<file path="src/rtl/sm83_mem_if.sv">
// SM83 memory-cycle sequencer: turns rd/wr requests into T1..T4 bus M-cycles.
// Optional wait-state stalling in T3 is enabled by defining SM83_MEM_WAIT_EN.
module sm83_mem_if #(
    parameter int unsigned ADR_WIDTH = 16
) (
    input  logic                 clk,
    input  logic                 reset,
    input  logic [ADR_WIDTH-1:0] adr,
    input  logic                 rd_req,
    input  logic                 wr_req,
    input  logic [7:0]           wdata,
    output logic                 req_ack,
    output logic                 busy,
    output logic                 done,
    output logic [7:0]           rdata,
    output logic [ADR_WIDTH-1:0] ext_adr,
    output logic [7:0]           ext_dout,
    input  logic [7:0]           ext_din,
    output logic                 ext_rd,
    output logic                 ext_wr,
    input  logic                 ext_wait
);

    typedef enum logic [2:0] {StIdle, StT1, StT2, StT3, StT4} state_e;

    state_e                 state_q, state_d;
    logic [ADR_WIDTH-1:0]   adr_q, adr_d;
    logic [7:0]             wdata_q, wdata_d;
    logic [7:0]             rdata_q, rdata_d;
    logic                   op_wr_q, op_wr_d;
    logic                   stall;

`ifdef SM83_MEM_WAIT_EN
    assign stall = ext_wait;
`else
    logic unused_ext_wait;
    assign unused_ext_wait = ext_wait;
    assign stall           = 1'b0;
`endif

    always_comb begin
        state_d = state_q;
        adr_d   = adr_q;
        wdata_d = wdata_q;
        rdata_d = rdata_q;
        op_wr_d = op_wr_q;
        req_ack = !reset && (state_q == StIdle || state_q == StT4) && (rd_req || wr_req);

        unique case (state_q)
            StT1: state_d = StT2;
            StT2: state_d = StT3;
            StT3: begin
                if (!stall) begin
                    state_d = StT4;
                    if (!op_wr_q) rdata_d = ext_din;
                end
            end
            default: state_d = StIdle;  // StIdle and StT4 without a new request
        endcase

        // Write wins when both requests are present.
        if (req_ack) begin
            state_d = StT1;
            adr_d   = adr;
            wdata_d = wdata;
            op_wr_d = wr_req;
        end
    end

    always_ff @(posedge clk) begin
        if (reset) begin
            state_q <= StIdle;
            adr_q   <= '0;
            wdata_q <= '0;
            rdata_q <= '0;
            op_wr_q <= 1'b0;
        end else begin
            state_q <= state_d;
            adr_q   <= adr_d;
            wdata_q <= wdata_d;
            rdata_q <= rdata_d;
            op_wr_q <= op_wr_d;
        end
    end

    always_comb begin
        busy     = (state_q != StIdle);
        // A reset landing in T4 aborts the access, so no done pulse.
        done     = (state_q == StT4) && !reset;
        rdata    = rdata_q;
        ext_adr  = adr_q;
        ext_dout = (busy && op_wr_q) ? wdata_q : 8'h00;
        ext_rd   = !op_wr_q && (state_q == StT1 || state_q == StT2 || state_q == StT3);
        ext_wr   = op_wr_q && (state_q == StT2 || state_q == StT3);
    end

endmodule

</file>
<file path="config.mk">
export PLATFORM = sky130hd
export DESIGN_NAME = sm83_mem_if
export DESIGN_NICKNAME = d
export VERILOG_FILES = /design/src/rtl/sm83_mem_if.sv
export SDC_FILE = /design/constraint.sdc
export NUM_CORES = 1
export LEC_CHECK = 0
export BUFFER_PORTS_ARGS = -buffer_cell sky130_fd_sc_hd__buf_4
export CORE_MARGIN = 1
export CORE_UTILIZATION = 29
export CTS_BUF_LIST = sky130_fd_sc_hd__clkbuf_4 sky130_fd_sc_hd__clkbuf_8
export DETAILED_ROUTE_END_ITERATION = 6
export GPL_ROUTABILITY_DRIVEN = 0
export SLEW_MARGIN = 20
export SYNTH_ARGS = -nofsm -noshare
export SYNTH_HDL_FRONTEND = slang
export SYNTH_SLANG_ARGS = --single-unit
</file>
<file path="constraint.sdc">
create_clock -name clk -period 1.4 [get_ports clk]
set_input_delay 0.14 -clock clk [delete_from_list [all_inputs] [get_ports clk]]
set_output_delay 0.14 -clock clk [all_outputs]
set_load 0.02 [all_outputs]
</file>
* Word level (Yosys, flattened, before mapping) *
Cells that the tools add are included.

word-level totals
  register bits after elaboration = 36
  word-level logic and storage cells = 31

cells by class
  equal/unequal tests = 4
  muxes and demuxes = 3
  bitwise gates (word level) = 1
  reductions and logical operators = 17

operators with widths
  cell                                                                   count
  3-bit one-hot mux with 3 select lines                                  1
  8-bit two-way mux                                                      1
  3-bit by 2-bit equality test with 1-bit output, second input constant  2
  1-bit logical AND                                                      6
  1-bit logical OR                                                       5
  3-bit by 1-bit equality test with 1-bit output, second input constant  1
  3-bit equality test, second input constant                             1
  3-bit zero test                                                        1
  3-bit nonzero test                                                     1
  1-bit zero test                                                        2
  2-bit AND reduction                                                    1
  2-bit OR reduction                                                     1
  1-bit two-way mux                                                      1
  1-bit inverter                                                         1

* Logic depth before layout (Yosys ltp) *
  depth after elaboration = 5
  depth in mapped cells = 5
  mapped depth without buffers = 3

* Least setup slack after synthesis *
Ideal clock, no wire load.

  path kind = register to output
  start point = register state_q[0]
  end point = output done
  data arrival time = 1.199 ns
  path slack = 0.061 ns
  stages on the path, launching flop included = 3
  cells stage by stage = dfxtp_1 buf_6 nor4b_1

on the way
  cells in the longest elaborated chain, start to end = 2

RTL lines
  what                    RTL line  text
  start, declared         26        state_e state_q, state_d;
  start signal, assigned  72        state_q <= StIdle;
  start signal, assigned  78        state_q <= state_d;
  3-bit equality test     89        done = (state_q == StT4) && !reset;
  1-bit logical AND       89
  end, declared           14        output logic done,

Every way passes these cells.

* Worst setup path in the final report *
  start point = register state_q[2]
  end point = output ext_dout[6]

on the way
  cells in the longest elaborated chain, start to end = 3

RTL lines
  what                RTL line  text
  3-bit nonzero test  87        busy = (state_q != StIdle);
  1-bit logical AND   92        ext_dout = (busy && op_wr_q) ? wdata_q : 8'h00;
  8-bit two-way mux   92
  end, declared       17        output logic [7:0] ext_dout,

Every way passes these cells.

==> impl_metrics.json <==
{
  "crit_chain": "or3_4 > and3_4 > buf_6",
  "path_class": "reg -> out",
  "ys_seq_area_share_pct": 43.9,
  "fin_ws_ns": -0.0942,
  "report.final.slew_viol_count": 0,
  "viasPerCell": 4.35,
  "path_buf_inv": 1,
  "pre_cts_slack_ns": 0.0574,
  "io_buffer_count": 72,
  "initial_core_util_pct": 30.0,
  "die_w_um": 77.2,
  "drc": 0,
  "fillers": 558,
  "fin_util_pct": 45.3,
  "violations": "setup timing",
  "cts.htree.levels": 2,
  "grt_max_degree": 56,
  "ant_nets": 0,
  "via_count": 1356,
  "cp_data_required_time_ns": 1.26,
  "firstDrtPassIters": 3,
  "cts_root_buffer": "clkbuf_8",
  "first_global_vias": 1297,
  "start_kind": "register",
  "clockBufferDepth": 2,
  "cts_buffers": 5,
  "cts_hold_buffers": 0,
  "cp_max_fo": 5,
  "reg2regPathDepth": 4,
  "p_per_area_mw_per_mm2": 1060,
  "avgSynthCellArea_um2": 10.1,
  "multiInputGateArea_um2": 920,
  "cts_tree": "yes",
  "ys_seq_elements": 36,
  "end_kind": "primary output",
  "rsz0062_at_grt": "true",
  "final_cell_count_no_fill": 312,
  "max_stage_delay_ns": 0.43,
  "antenna_found_initial": 0,
  "drv_cap": 0,
  "globalRoute.totalOverflow": 0,
  "layout_common_cells": "buf_4 (73), nand2b_1 (48), dfxtp_1 (33), mux2i_1 (32), nor2_1 (10)",
  "dp_cells": 302,
  "dp_hpwl_um": 2470,
  "power_leakage_nw": 1.10,
  "cp_top_family": "simple AND/OR/NAND/NOR gates",
  "hold_violations": 0,
  "layout_min_cycle_time_ns": 1.49,
  "worstSkewPairLatency_ns": 0.28,
  "clock_skew_ns": 0.00759,
  "holdWs_ns": 0.0925,
  "cts.sinks": 36,
  "clock.fmax_mhz": 669,
  "ys_warn_count": 0,
  "mostFrequentLayoutCell": "buf_4",
  "syn-num-nets": 199,
  "core.rowCount": 27,
  "die_h_um": 77.2,
  "synth_area_mm2": 0.00164,
  "tightestPinTransition_ns": 0.423,
  "track_usage_pct": 12.7,
  "path_depth": 3,
  "drt_iter0_markers": 38,
  "hold_path_depth": 3,
  "path_clk_slew_ns": 0.07,
  "ir_drop_v": 0.000520,
  "wl_um": 3610,
  "netlist_instances": 162,
  "layout-drive-gt1-share_pct": 45.4,
  "fin_nets": 276,
  "area_growth_pct": 51.1,
  "worst_slew_margin_rel_pct": 71.8,
  "finalCritPeriodShare_pct": 107,
  "die-area_mm2": 0.00597,
  "insertedDiodeCount": 0,
  "holdCritPathClass": "in -> reg",
  "setup_violations": 8,
  "status": "complete, but fails checks",
  "slowest_stage": "or3_4",
  "grt_pass1_wl_um": 5950,
  "core_area_mm2": 0.00547,
  "ios": 74,
  "avgRoutedWirePerCell_um": 11.6,
  "yosys.cell_types.count": 23,
  "seqCellArea_um2": 724,
  "worstPathArrival_ns": 1.35
}
-- Yosys cell counts (all sizes together) --
library cell  instances  area, um2
nor4b                 1       8.76
or3                   1       6.26
xnor2                 1       8.76
a2111oi               1       8.76
and3b                 1       8.76
a21oi                 1       5.00
nand2b               48        300
and3                  8       50.1
nand2                 1       3.75
nor3                  4       31.3
and4bb                1       12.5
buf                   7       70.1
clkbuf                6       22.5
nor4bb                1       10.0
nor2                 10       37.5
mux2i                32        320
nor4                  1       6.26
dfxtp                36        721
a21bo                 1       10.0
-- state kept, by name, indices dropped and copies added (netlist names) --
signal / flops
rdata: 8
wdata_q: 8
ext_adr: 16
state_q: 3
op_wr_q: 1
-- layout make-up --
cell class	count	share of cell area, %
multi-input cells	114	37.1
flip-flops and latches	36	29.2
repair buffers	82	26.2
clock buffers	8	3.93
well taps	72	3.63
-- power by group --
part | switching, W | leakage, nW | internal, W | total, W
logic | 0.000328 | 0.754 | 0.000352 | 0.000680
registers | 0.0000534 | 0.297 | 0.00112 | 0.00117
clock network | 0.000347 | 0.0523 | 0.000440 | 0.000787
total | 0.000728 | 1.10 | 0.00191 | 0.00264
-- per-stage QoR --
step           cell area [um2]  TNS (ns)  total power, W
6_report                  2480    -0.623         0.00264
5_1_grt                   2480     -1.26         0.00280
4_1_cts                   2470    -0.726         0.00268
3_5_place_dp              2250         0         0.00183
3_3_place_gp              2250         0         0.00182
2_1_floorplan             1640         0         0.00159
-- worst register-to-register path, cell delays in order (launching register included) --
cell      delay (ns)
dfxtp_2         0.34
buf_4           0.13
and4bb_2        0.47
mux2i_1         0.23
nor2_1          0.05
-- layer usage --
layer  GRT usage, %  share of wire (%)
met3           5.36                9.2
met5              0                  0
met4           3.96               0.42
met1           14.7                 47
met2           21.0                 43
-- logic make-up after synthesis --
logic type,Yosys count,synth area share (%)
simple gates,77,29.0
buf+inv,13,5.64
flops,36,43.9
xor+xnor,1,0.534
compound gates,3,1.45
mux,32,19.5
-- repair_timing --
action	CTS	global route
setup endpoints to repair	10	15
cloned	1	0
buffers inserted	1	0
gates resized for setup	26	1
pin swaps	10	2
-- final timing paths --
check	start	end	slack (ns)
max	state_q[2]	ext_dout[6]	-0.09
min	ext_din[2]	rdata[2]	0.09
max reg2reg	state_q[2]	rdata[6]	0.05
min reg2reg	ext_adr[5]	ext_adr[5]	0.47
Power figures use the tool's default switching activity.
